File: src/rtl/nn_pkg.sv
// Shared definitions for the neuron layer: one-hot FSM encoding and width helpers.
package nn_pkg;

  localparam int STATE_W = 6;

  // One-hot encodings, one bit per state.
  typedef enum logic [STATE_W-1:0] {
    S_IDLE = 6'b000001,
    S_LOAD = 6'b000010,
    S_MUL  = 6'b000100,
    S_ADD  = 6'b001000,
    S_EMIT = 6'b010000,
    S_DONE = 6'b100000
  } state_t;

  // Ceiling log2, never below 1 so that single-entry index ports keep a bit.
  function automatic int clog2(input int v);
    int r;
    r = 1;
    for (int b = 1; b < 31; b++) begin
      if ((1 << b) < v) r = b + 1;
    end
    return r;
  endfunction

  // Accumulator wide enough to hold N full-scale products without overflow.
  function automatic int acc_width(input int dw, input int ww, input int ni);
    return dw + ww + $clog2(ni);
  endfunction

endpackage

File: src/rtl/nn_mac_unit.sv
// Registered multiplier feeding an accumulator. Signedness is fixed at elaboration.
module nn_mac_unit
  import nn_pkg::*;
#(
  parameter int DATA_W   = 8,
  parameter int WEIGHT_W = 8,
  parameter int ACC_W    = 20,
  parameter int SIGNED   = 0
) (
  input  logic                clk,
  input  logic                rst,
  input  logic                i_clr,
  input  logic                i_mul_en,
  input  logic                i_add_en,
  input  logic [DATA_W-1:0]   i_x,
  input  logic [WEIGHT_W-1:0] i_w,
  output logic [ACC_W-1:0]    o_acc
);

  localparam int PW = DATA_W + WEIGHT_W;

  logic [PW-1:0]    w_xe;
  logic [PW-1:0]    w_we;
  logic [PW-1:0]    w_prod;
  logic [ACC_W-1:0] w_mul_ext;
  logic [PW-1:0]    r_mul;
  logic [ACC_W-1:0] r_acc;

  // The low PW bits of the product of extended operands equal the exact
  // signed or unsigned product, so one multiplier serves both modes.
  if (SIGNED != 0) begin : g_signed
    assign w_xe      = {{WEIGHT_W{i_x[DATA_W-1]}}, i_x};
    assign w_we      = {{DATA_W{i_w[WEIGHT_W-1]}}, i_w};
    assign w_mul_ext = {{(ACC_W-PW){r_mul[PW-1]}}, r_mul};
  end else begin : g_unsigned
    assign w_xe      = {{WEIGHT_W{1'b0}}, i_x};
    assign w_we      = {{DATA_W{1'b0}}, i_w};
    assign w_mul_ext = {{(ACC_W-PW){1'b0}}, r_mul};
  end

  assign w_prod = w_xe * w_we;
  assign o_acc  = r_acc;

  // Product register and accumulator; clear wins over add.
  always_ff @(posedge clk) begin
    if (rst) begin
      r_mul <= '0;
      r_acc <= '0;
    end else begin
      if (i_mul_en) r_mul <= w_prod;
      if (i_clr) r_acc <= '0;
      else if (i_add_en) r_acc <= r_acc + w_mul_ext;
    end
  end

endmodule

File: src/rtl/nn_neuron_layer.sv
// Neuron layer: buffers one input vector from the byte stream, then evaluates
// N_NEURONS dot products in turn on a single shared multiply-accumulate unit.
//
// state | meaning
// IDLE  | waiting for the first sample of a vector
// LOAD  | collecting the remaining samples into the input buffer
// MUL   | register x[i]*w[n][i]
// ADD   | accumulate the product, advance input index
// EMIT  | present neuron n result, advance neuron index
// DONE  | pulse trigOut, return to IDLE
module nn_neuron_layer
  import nn_pkg::*;
#(
  parameter int DATA_W    = 8,
  parameter int WEIGHT_W  = 8,
  parameter int N_INPUTS  = 16,
  parameter int N_NEURONS = 4,
  parameter int SIGNED    = 0,
  parameter int RELU      = 0
) (
  input  logic                                          clk,
  input  logic                                          rst,
  input  logic                                          byteRecv,
  input  logic [DATA_W-1:0]                             byteIn,
  output logic                                          in_ready,
  input  logic                                          wr_en,
  input  logic [clog2(N_NEURONS*N_INPUTS)-1:0]          wr_addr,
  input  logic [WEIGHT_W-1:0]                           wr_data,
  output logic                                          wr_err,
  output logic [clog2(N_INPUTS):0]                      byteCnt,
  output logic                                          busy,
  output logic                                          out_valid,
  output logic [clog2(N_NEURONS)-1:0]                   out_idx,
  output logic [acc_width(DATA_W,WEIGHT_W,N_INPUTS)-1:0] dataOut,
  output logic                                          trigOut
);

  localparam int ACC_W = acc_width(DATA_W, WEIGHT_W, N_INPUTS);
  localparam int XW    = clog2(N_INPUTS);
  localparam int CW    = XW + 1;
  localparam int NW    = clog2(N_NEURONS);
  localparam int AW    = clog2(N_NEURONS * N_INPUTS);
  localparam int NWT   = N_NEURONS * N_INPUTS;

  localparam logic [XW-1:0] LAST_I   = XW'(N_INPUTS - 1);
  localparam logic [CW-1:0] LAST_CNT = CW'(N_INPUTS - 1);
  localparam logic [NW-1:0] LAST_N   = NW'(N_NEURONS - 1);

  state_t r_state;
  state_t w_next;

  logic [DATA_W-1:0]   r_x [N_INPUTS];
  logic [WEIGHT_W-1:0] r_w [NWT];
  logic [CW-1:0]       r_cnt;
  logic [XW-1:0]       r_i;
  logic [NW-1:0]       r_n;
  logic [AW-1:0]       r_wptr;
  logic [ACC_W-1:0]    r_dout;
  logic [NW-1:0]       r_idx;
  logic                r_valid;
  logic                r_trig;
  logic                r_wr_err;

  logic                w_loading;
  logic                w_wr_ok;
  logic                w_clr;
  logic                w_mul_en;
  logic                w_add_en;
  logic [DATA_W-1:0]   w_xsel;
  logic [WEIGHT_W-1:0] w_wsel;
  logic [ACC_W-1:0]    w_acc;
  logic [ACC_W-1:0]    w_act;

  assign w_loading = (r_state == S_IDLE) || (r_state == S_LOAD);
  assign w_wr_ok   = wr_en && w_loading && (32'(wr_addr) < 32'(NWT));

  // Weights are walked linearly (neuron-major), so a running pointer replaces n*N_INPUTS+i.
  assign w_xsel = r_x[r_i];
  assign w_wsel = r_w[r_wptr];

  assign w_act = ((RELU != 0) && (SIGNED != 0) && w_acc[ACC_W-1]) ? '0 : w_acc;

  assign in_ready  = w_loading;
  assign busy      = !w_loading;
  assign byteCnt   = r_cnt;
  assign out_valid = r_valid;
  assign out_idx   = r_idx;
  assign dataOut   = r_dout;
  assign trigOut   = r_trig;
  assign wr_err    = r_wr_err;

  nn_mac_unit #(
    .DATA_W  (DATA_W),
    .WEIGHT_W(WEIGHT_W),
    .ACC_W   (ACC_W),
    .SIGNED  (SIGNED)
  ) u_mac (
    .clk     (clk),
    .rst     (rst),
    .i_clr   (w_clr),
    .i_mul_en(w_mul_en),
    .i_add_en(w_add_en),
    .i_x     (w_xsel),
    .i_w     (w_wsel),
    .o_acc   (w_acc)
  );

  // State register.
  always_ff @(posedge clk) begin
    if (rst) r_state <= S_IDLE;
    else     r_state <= w_next;
  end

  // Next-state decode and MAC strobes; accumulator is held clear outside a neuron's computation.
  always_comb begin
    w_next   = r_state;
    w_clr    = 1'b0;
    w_mul_en = 1'b0;
    w_add_en = 1'b0;
    unique case (r_state)
      S_IDLE: begin
        w_clr = 1'b1;
        if (byteRecv) w_next = S_LOAD;
      end
      S_LOAD: begin
        w_clr = 1'b1;
        if (byteRecv && (r_cnt == LAST_CNT)) w_next = S_MUL;
      end
      S_MUL: begin
        w_mul_en = 1'b1;
        w_next   = S_ADD;
      end
      S_ADD: begin
        w_add_en = 1'b1;
        w_next   = (r_i == LAST_I) ? S_EMIT : S_MUL;
      end
      S_EMIT: begin
        w_clr  = 1'b1;
        w_next = (r_n == LAST_N) ? S_DONE : S_MUL;
      end
      S_DONE: w_next = S_IDLE;
      default: w_next = S_IDLE;
    endcase
  end

  // Input buffer, weight RAM, counters and registered output pulses.
  always_ff @(posedge clk) begin
    if (rst) begin
      r_cnt    <= '0;
      r_i      <= '0;
      r_n      <= '0;
      r_wptr   <= '0;
      r_dout   <= '0;
      r_idx    <= '0;
      r_valid  <= 1'b0;
      r_trig   <= 1'b0;
      r_wr_err <= 1'b0;
      for (int k = 0; k < N_INPUTS; k++) r_x[k] <= '0;
      for (int k = 0; k < NWT; k++) r_w[k] <= '0;
    end else begin
      r_valid  <= 1'b0;
      r_trig   <= 1'b0;
      r_wr_err <= wr_en && !w_loading;
      if (w_wr_ok) r_w[wr_addr] <= wr_data;
      unique case (r_state)
        S_IDLE: begin
          if (byteRecv) begin
            r_x[0] <= byteIn;
            r_cnt  <= CW'(1);
          end
        end
        S_LOAD: begin
          if (byteRecv) begin
            r_x[r_cnt[XW-1:0]] <= byteIn;
            r_cnt  <= r_cnt + CW'(1);
            r_i    <= '0;
            r_n    <= '0;
            r_wptr <= '0;
          end
        end
        S_ADD: begin
          r_wptr <= r_wptr + AW'(1);
          if (r_i != LAST_I) r_i <= r_i + XW'(1);
        end
        S_EMIT: begin
          r_dout  <= w_act;
          r_idx   <= r_n;
          r_valid <= 1'b1;
          if (r_n != LAST_N) begin
            r_n <= r_n + NW'(1);
            r_i <= '0;
          end
        end
        S_DONE: begin
          r_trig <= 1'b1;
          r_cnt  <= '0;
        end
        default: ;
      endcase
    end
  end

endmodule

File: config.mk
export PLATFORM = sky130hd
export DESIGN_NAME = nn_neuron_layer
export DESIGN_NICKNAME = d
export VERILOG_FILES = /design/src/rtl/nn_pkg.sv /design/src/rtl/nn_mac_unit.sv /design/src/rtl/nn_neuron_layer.sv
export SDC_FILE = /design/constraint.sdc
export NUM_CORES = 1
export LEC_CHECK = 0
export BUFFER_PORTS_ARGS = -buffer_cell sky130_fd_sc_hd__buf_2
export CORE_MARGIN = 2
export CORE_UTILIZATION = 59
export CTS_BUF_LIST = sky130_fd_sc_hd__clkbuf_8
export DETAILED_ROUTE_END_ITERATION = 10
export PLACE_DENSITY_LB_ADDON = 0.08
export SYNTH_ARGS = -nofsm -noshare
export SYNTH_HDL_FRONTEND = slang
export SYNTH_SLANG_ARGS = --single-unit
File: constraint.sdc
create_clock -name clk -period 6 [get_ports clk]
set_input_delay 0.3 -clock clk [delete_from_list [all_inputs] [get_ports clk]]
set_output_delay 0.3 -clock clk [all_outputs]
set_load 0.05 [all_outputs]
== Word-level counts from Yosys, hierarchy flattened ==
Memories as Yosys holds them, arrays and structs flattened. A register that Yosys moved wholly into a read port is not among the register bits.
Index checks and enable logic that the tools add are counted.
Word-level totals
  flip-flop bits (word level): 84
  memory bits (writable): 640
  bits of input ports: 26
  output and inout bits: 32
  logic and storage cells: 100
  memories: 2
Operators by class
  add/sub/neg operators: 5
  multiply operators: 1
  equality and inequality tests: 16
  muxes and demuxes: 45
  bitwise logic cells: 1
  reductions and logical operators: 18
Memories
  r_w: words 64, bits a word 8, rd ports 1, clocked after memory_dff 1, wr ports 64, line nn_neuron_layer.sv:53  | logic [WEIGHT_W-1:0] r_w [NWT];
  r_x: words 16, bits a word 8, rd ports 1, clocked after memory_dff 1, wr ports 16, line nn_neuron_layer.sv:52  | logic [DATA_W-1:0] r_x [N_INPUTS];
Operators with widths (count)
  2-to-1 mux 6 bit: 7
  one-hot mux 6 bit (5 select lines): 1
  2-to-1 mux 4 bit: 6
  2-to-1 mux 8 bit: 3
  adder 20 x 16 -> 20 bit: 1
  2-to-1 mux 1 bit: 19
  multiplier 8 x 8 -> 16 bit: 1
  OR reduction 8 bit: 2
  2-to-1 mux 5 bit: 3
  one-hot mux 5 bit (3 select lines): 1
  one-hot mux 4 bit (3 select lines): 1
  one-hot mux 6 bit (2 select lines): 1
  inequality test 2 bit (second input constant): 5
  adder 6 x 1 -> 6 bit (second input constant): 1
  equality test 6 x 1 -> 1 bit (second input constant): 1
  equality test 6 x 2 -> 1 bit (second input constant): 1
  equality test 6 x 3 -> 1 bit (second input constant): 1
  equality test 6 x 4 -> 1 bit (second input constant): 1
  equality test 6 x 5 -> 1 bit (second input constant): 1
  equality test 6 bit (second input constant): 1
  AND reduction 3 bit: 2
  nonzero test 3 bit: 2
  adder 5 x 1 -> 5 bit (second input constant): 1
  equality test 5 x 4 -> 1 bit (second input constant): 1
  other kinds (17): 22

== Longest topological paths before layout ==
Gate-level depths: netlist of run 1.
  depth in word-level cells: 8
  depth in mapped cells: 27
  mapped depth without buffers: 22

== Modules after synthesis ==
Synthesis of run 1 repeated with hierarchy kept, for this count alone.
Second synthesis, totals
  cells, all modules: 2667
  area, all modules: 36022.0 sq um
Modules (own cells, without submodules)
  nn_neuron_layer: times used 1, cells an instance 2165, area each 31805.5 sq um, sequential area each 20379.5 sq um
  nn_mac_unit: times used 1, cells an instance 502, area each 4216.5 sq um, sequential area each 720.7 sq um

== Worst setup path before layout of run 1 ==
OpenSTA, ideal clock, no wires.
  kind: register -> register
  start: register with a tool-made name
  end: register u_mac.r_mul[14]
  library setup time: 117 ps
  arrival time: 5732 ps
  data required time: 5883 ps
  path slack: 151 ps
  stages on the path, launching flop included: 27
  path buffers: 6
  period minus slack after synthesis: 5849 ps
  cells stage by stage: dfxtp_1 buf_6 buf_12 buf_12 buf_8 buf_6 mux4_2 a22oi_1 nand3_1 and3_1 clkbuf_1 and2_1 fa_1 inv_1 fa_1 inv_1 fa_1 inv_1 fa_1 inv_1 ha_1 o21ai_0 nand2_1 a311oi_1 o21ai_0 xor2_1 a22o_1
RTL lines
  end signal: assignment: line nn_mac_unit.sv:50  | if (i_mul_en) r_mul <= w_prod;
  end: declaration: line nn_mac_unit.sv:26  | logic [PW-1:0] r_mul;

==> results of run 1 <==
[per-stage QoR]
stage          total power [mW]  worst slack [ns]  cell area (sq um)
4_1_cts                   10.81            0.1495              39350
5_1_grt                   11.15          0.002085              39670
6_report                  10.75            0.1665              39670
2_1_floorplan             6.497            0.1514              36070
3_3_place_gp              6.790            0.1709              37120
3_5_place_dp              6.811            0.1530              37120
[registers in the layout, summed over array words and instances (netlist names), named ones only]
name         count
trigOut          1
out_valid        1
out_idx          2
r_state          6
r_i              4
r_x            128
r_n              2
byteCnt          5
r_w            512
wr_err           1
r_wptr           6
dataOut         20
u_mac.o_acc     20
u_mac.r_mul     16
[per-layer routing]
layer	up-vias	part of all wire, %	global-route usage, %
met5	-	0.084	0.9266
li1	9930	-	-
met4	2	2.2	8.333
met3	124	8.4	6.005
met1	10900	43	39.58
met2	864	46	42.53
[path summary, 6_finish.rpt]
check	from	endpoint
worst min register to register	dataOut[7]	dataOut[7]
worst min-delay path	byteIn[7]	r_x[15][7]
worst max register to register	register	u_mac.r_mul[15]
worst max-delay path	register	u_mac.r_mul[15]
[Yosys cell counts, types with 9 or more instances]
| cell type | count | share of area [%] |
|---|---|---|
| and2_1 | 681 | 12 |
| edfxtp_1 | 640 | 53 |
| mux4_2 | 144 | 9.0 |
| nand2_1 | 142 | 1.5 |
| nor2_1 | 141 | 1.5 |
| clkbuf_1 | 111 | 1.2 |
| dfxtp_1 | 94 | 5.2 |
| or2_2 | 81 | 1.4 |
| a21oi_1 | 75 | 1.0 |
| inv_1 | 61 | 0.63 |
| ha_1 | 60 | 2.1 |
| a22oi_1 | 39 | 0.81 |
| fa_1 | 37 | 2.1 |
| a31oi_1 | 31 | 0.54 |
| nand3_1 | 31 | 0.43 |
| nor2b_1 | 24 | 0.42 |
| o21ai_0 | 24 | 0.33 |
| and3_1 | 23 | 0.40 |
| nor3_1 | 23 | 0.32 |
| buf_2 | 19 | 0.26 |
| mux4_1 | 18 | 1.3 |
| a211oi_1 | 17 | 0.35 |
| mux2i_1 | 15 | 0.42 |
| xor2_1 | 15 | 0.36 |
| xnor2_1 | 14 | 0.34 |
| buf_1 | 12 | 0.12 |
| nand2b_1 | 11 | 0.19 |
| a21o_1 | 9 | 0.19 |
| nand4_1 | 9 | 0.16 |
[final cells by class]
| cell class | count | area [sq um] |
|---|---|---|
| Clock buffer | 126 | 1734 |
| Fill cell | 4456 | 20690 |
| Tap cell | 782 | 978.4 |
| Antenna cell | 1 | 2.502 |
| Sequential cell | 734 | 21110 |
| Multi-Input combinational cell | 1730 | 13920 |
| Inverter | 62 | 232.7 |
| Clock inverter | 90 | 467.9 |
| Timing Repair Buffer | 147 | 1226 |
[cells by family after synthesis]
family / Yosys count / share of synthesized area (%)
mux: 179 / 10.78
compound gates: 228 / 4.087
xor+xnor: 29 / 0.7043
simple gates: 1197 / 18.76
flops: 734 / 58.50
buf+inv: 230 / 3.029
fa+ha+maj: 97 / 4.135
[power breakdown]
group / switching (mW) / internal [mW] / leakage, nW
combinational: 0.607 / 0.342 / 6.42
sequential: 0.0615 / 5.70 / 7.37
clock: 2.01 / 2.03 / 1.26
[cell usage in the layout, fill, tap and decap left out, types with 24 or more instances in the layout]
cell type	instances
and2_1	681
edfxtp_1	640
mux4_2	144
nand2_1	142
nor2_1	141
clkbuf_8	126
inv_1	98
dfxtp_1	90
or2_2	81
a21oi_1	75
buf_4	69
ha_1	60
buf_2	56
a22oi_1	37
fa_1	37
nand3_1	31
clkinv_1	30
a31oi_1	29
nor2b_1	24
[critical path: stages (launching register included)]
cell and delay [ns]:
dfxtp_4 0.36, buf_4 0.18, clkbuf_16 0.22, mux4_1 0.56, a22oi_1 0.30, and3_1 0.28, a31oi_1 0.09, and3_1 0.24
nand2b_1 0.12, fa_1 0.43, fa_1 0.50, inv_1 0.05, fa_1 0.48, inv_1 0.05, fa_1 0.47, inv_1 0.04
ha_1 0.30, o21a_1 0.12, o31a_1 0.14, o211ai_1 0.23, a21oi_1 0.10, a21oi_1 0.18, xnor2_1 0.08, a22o_1 0.19
[timing repair]
item	in CTS	in global routing
resized for setup	0	13
hold endpoints to repair	18	0
hold buffers	3	0
buffers inserted	0	13
setup endpoints to repair	0	4
==> flow_summary.json, run 1 <==
{
  "number_of_storage_elements_in_the_synthesis_netlist": 734,
  "via_count_of_the_first_global_routing_pass": 21930,
  "syn_to_layout_area_delta_pct": 9.998,
  "final_hold_viol_count": 0,
  "worst-setup-path-type": "reg -> reg",
  "clock_tree.root_cell": "clkbuf_8",
  "chipHeight_um": 251.2,
  "crit_path_max_fo": 13,
  "grt_max_degree": 79,
  "synth_top_flop_cell": "edfxtp_1",
  "utilization_pct": 65.73,
  "ant_nets": 0,
  "critical_path_arrival_ns": 6.46,
  "via_per_inst": 5.942,
  "design.portCount": 58,
  "route.detailed.drc": 0,
  "first_iter_violations": 2068,
  "num_rows": 90,
  "worst_hold_slack_ns": 0.05003,
  "power_density_nw_per_um2": 271.1,
  "timing.final.crit_share_pct": 97.23,
  "synth.lib_cells_used.distinct": 72,
  "reg2regPathDepth": 23,
  "sequential_element_share_of_the_synthesized_area_pct": 58.50,
  "final_tns_setup_ns": 0,
  "end_kind": "register",
  "final_net_count": 2916,
  "status": "finished clean",
  "die_area_sq_um": 63120,
  "tightest_slew_ns": 1.072,
  "layout_min_cycle_time_ns": 5.834,
  "clk-insertion-delay-late_ns": 0.75,
  "grt_antenna_before_repair": 1,
  "synth.net_count": 2817,
  "core_region_area_sq_um": 60360,
  "gpl.final_weighted_congestion": 0.8565,
  "synth-edff-count": 640,
  "post_detailed_route_wirelength_per_cell_um": 23.59,
  "cts_tree": "done",
  "cellLeakagePower_nw": 15.05,
  "worst-r2r-setup-slack_ns": 0.17,
  "initial_cell_density_of_the_core_pct": 59.75,
  "cts_htree_levels": 3,
  "tritoncts_num_sinks": 734,
  "tritoncts.num_buffers": 118,
  "timing.slew.headroom_pct": 28.29,
  "timing.hold.worst.class": "in -> reg",
  "fraction_of_final_layout_cells_with_drive_strength_greater_than_1_pct": 18.90,
  "max_cap_violations": 0,
  "ir_worst_vdd_v": 0.0001778,
  "numPlacedInstances": 3434,
  "grt_setup_unrepaired": "false",
  "grt_first_pass_wirelength_mm": 130.7,
  "clk_pin_slew_worst_paths_ns": 0.06,
  "dr_total_vias": 21820,
  "hold_path_depth": 2,
  "gr-total-overflow": 0,
  "max_clock_freq_mhz": 171.4,
  "globalRouteTotalUtil_pct": 27.54,
  "timing.critical_path.required_ns": 6.63,
  "clock_tree.buffer_depth": 3,
  "ys.warnings.count": 0,
  "final_wirelength_mm": 86.64,
  "timing.final.max_slew_violations": 0,
  "clock_skew_ns": 0.03130,
  "timing.critical_path.from_type": "register",
  "io_buffers": 57,
  "die_width_um": 251.2,
  "post-dp-hpwl_mm": 56.37,
  "detailedRoute.firstPassIterationCount": 7,
  "synth_async_sr_flop_share_pct": 0,
  "synth.cell_area_sq_um": 36070,
  "finalSetupViolations": 0,
  "final_cells": 3672,
  "syn-instance-count": 2694,
  "synth.avg_cell_area_sq_um": 13.39
}
Note: power is estimated with default switching activity, not from simulation.
==> inputs of run 2 (changes only) <==
--- a/config.mk
+++ b/config.mk
@@ -13,4 +13,5 @@
 export PLACE_DENSITY_LB_ADDON = 0.08
 export SYNTH_ARGS = -nofsm -noshare
 export SYNTH_HDL_FRONTEND = slang
+export SYNTH_HIERARCHICAL = 1
 export SYNTH_SLANG_ARGS = --single-unit
==> constraint.sdc (replaced) <==
create_clock -name clk -period 6 [get_ports clk]
set_input_delay 0.6 -clock clk [delete_from_list [all_inputs] [get_ports clk]]
set_output_delay 0.6 -clock clk [all_outputs]
set_load 0.05 [all_outputs]
==> run 2 against run 1 <==
Hold slack gained 0.17 ns. Largest cell class unchanged. Sequential cell count is the same. Global-route usage grew 0.64 points.
==> flow_summary.json, run 2 <==
{
  "clock_skew_ns": 0.03610,
  "detailedPlace.worstSlack_ns": -0.1077,
  "clock_tree.root_cell": "clkbuf_8",
  "dr_total_vias": 22250,
  "synth_async_sr_flop_share_pct": 0,
  "final_tns_setup_ns": 0,
  "max_cap_violations": 0,
  "synth_top_cell_by_area": "edfxtp_1",
  "globalRouteTotalUtil_pct": 28.19,
  "ir_worst_vdd_v": 0.0001921,
  "fillers": 4346,
  "crit_slowest_cell": "fa_1",
  "numPlacedInstances": 3440,
  "chipHeight_um": 251.1,
  "design.portCount": 58,
  "cts_htree_levels": 3,
  "fraction_of_final_layout_cells_with_drive_strength_greater_than_1_pct": 21.93,
  "ys.warnings.count": 6,
  "gpl.final_weighted_congestion": 0.9341,
  "first_iter_violations": 2166,
  "worst-setup-path-type": "reg -> reg",
  "final_cells": 3671,
  "detailedRoute.firstPassIterationCount": 5,
  "crit_path_frequent_cell": "fa_1",
  "gr-total-overflow": 0,
  "final_common_cell": "and2_1",
  "post_detailed_route_wirelength_per_cell_um": 24.14,
  "clk-insertion-delay-late_ns": 0.75,
  "clock_tree.buffer_depth": 3,
  "timing.critical_path.required_ns": 6.69,
  "synth-edff-count": 640,
  "timing.final.crit_share_pct": 98.57,
  "largest_reg_flops": 512,
  "cts_hold_repair.buffers": 0,
  "syn_to_layout_area_delta_pct": 11.90,
  "grt_antenna_before_repair": 1,
  "ant_nets": 0,
  "timing.critical_path.from_type": "register",
  "post-dp-hpwl_mm": 57.05,
  "initial_cell_density_of_the_core_pct": 59.68,
  "die_width_um": 251.1,
  "max_flop_register": "r_w",
  "timing.final.max_slew_violations": 0,
  "finalSetupViolations": 0,
  "critical_path_arrival_ns": 6.60,
  "io_buffers": 57,
  "final_net_count": 2924,
  "most_common_cell_in_the_netlist": "and2_1",
  "cellLeakagePower_nw": 15.09,
  "die_area_sq_um": 63050,
  "layout_min_cycle_time_ns": 5.914,
  "clk_pin_slew_worst_paths_ns": 0.06,
  "core_region_area_sq_um": 60360,
  "dpl-instance-area_sq_um": 37580,
  "timing.hold.worst.class": "in -> reg",
  "via_count_of_the_first_global_routing_pass": 22260,
  "crit_path_max_incr_delay_ns": 0.54,
  "worst_hold_slack_ns": 0.2178,
  "number_of_storage_elements_in_the_synthesis_netlist": 734,
  "synth.lib_cells_used.distinct": 72,
  "critPathTopFamily": "adder cells",
  "synth_top_cells_by_area": "edfxtp_1 53%, and2_1 12%, mux4_2 11%, dfxtp_1 5.2%, ha_1 2.1%",
  "cts_tree": "done",
  "end_kind": "register",
  "timing.slew.headroom_pct": 23.27,
  "synth_top_flop_cell": "edfxtp_1",
  "num_rows": 90,
  "synth.cell_area_sq_um": 36020,
  "final_wirelength_mm": 88.63,
  "critPathBufInv": 8,
  "utilization_pct": 66.78,
  "grt_setup_unrepaired": "true",
  "grt_first_pass_wirelength_mm": 134.0,
  "synth_top_cells_by_count": "688 x and2_1, 640 x edfxtp_1, 168 x mux4_2",
  "status": "finished clean",
  "final_hold_viol_count": 0,
  "final_area_sq_um": 40310,
  "tritoncts.num_buffers": 118,
  "synth.avg_cell_area_sq_um": 13.51,
  "layout_setup_ws_ns": 0.08567,
  "via_per_inst": 6.061,
  "top_regs": "r_w x512, r_x x128",
  "power_density_nw_per_um2": 262.8,
  "crit_path_max_fo": 7,
  "tritoncts_num_sinks": 734,
  "synth.top_cell.area_share_pct": 53.35,
  "worstPathCellList": "buf_6 -> buf_12 -> clkbuf_16 -> mux4_2 -> mux2i_1 -> buf_4 -> o21ai_1 -> a22o_1 -> buf_4 -> buf_4 -> and2_1 -> fa_1 -> fa_1 -> fa_1 -> inv_1 -> fa_1 -> inv_1 -> ha_4 -> o21ai_0 -> a21oi_2 -> o21ai_2 -> a2111oi_1 -> a311o_1",
  "grt_max_degree": 81,
  "route.detailed.drc": 0,
  "sequential_element_share_of_the_synthesized_area_pct": 58.58,
  "tightest_slew_ns": 1.150,
  "max_clock_freq_mhz": 169.1,
  "syn-instance-count": 2667,
  "finalPower_mw": 10.59,
  "synth.net_count": 2790,
  "mostFrequentLayoutCells": "686 x and2_1, 640 x edfxtp_1, 168 x mux4_2"
}
run 2: per-layer routing:
layer,part of all wire [%],up-vias,track usage [%],wire length [um]
li1,-,9934,-,-
met1,43,11220,40.91,37750
met2,47,930,43.39,41330
met3,7.7,170,5.405,6821
met4,3.1,0,9.303,2724
met5,0,-,0,0
run 2: final timing paths:
kind,startpoint,endpoint,slack (ns),depth (start not counted)
min,wr_en,wr_err,0.22,2
max,register,u_mac/r_mul[11],0.09,23
max reg2reg,register,u_mac/r_mul[11],0.09,23
min reg2reg,dataOut[3],dataOut[3],0.45,2
run 2: final cells by class:
class / count / area [sq um] / area share, %
antenna: 2 / 5.005 / 0.01242
tap: 782 / 978.4 / 2.427
timing repair buffer: 170 / 1499 / 3.719
multi-input combinational: 1710 / 14270 / 35.41
sequential: 734 / 21110 / 52.37
clock buffer: 125 / 1720 / 4.268
clock inverter: 81 / 470.5 / 1.167
inverter: 67 / 251.5 / 0.6239
run 2: where the power goes:
| part | leakage (nW) | switching (mW) | internal, mW |
|---|---|---|---|
| combinational | 6.48 | 0.464 | 0.255 |
| sequential | 7.36 | 0.0615 | 5.70 |
| clock | 1.26 | 2.02 | 2.09 |
run 2: kinds of logic (layout without fill, tap and decap cells):
logic type / count (synthesis) / in the layout / synth area share (%)
AND/OR/NAND/NOR: 1143 / 1143 / 18.33
flip-flops: 734 / 734 / 58.58
AO/OA/AOI/OAI: 230 / 230 / 4.137
buffers and inverters: 223 / 443 / 2.393
multiplexers: 217 / 217 / 11.87
adder cells (fa/ha/maj): 97 / 97 / 4.140
XOR/XNOR: 23 / 23 / 0.5592
other: 0 / 2 / 0
run 2: repair_timing:
item | in CTS | in global routing
setup endpoints to repair | 3 | 7
cloned | 1 | 4
pin swaps | 2 | 22
resized for setup | 20 | 40
buffers inserted | 9 | 11
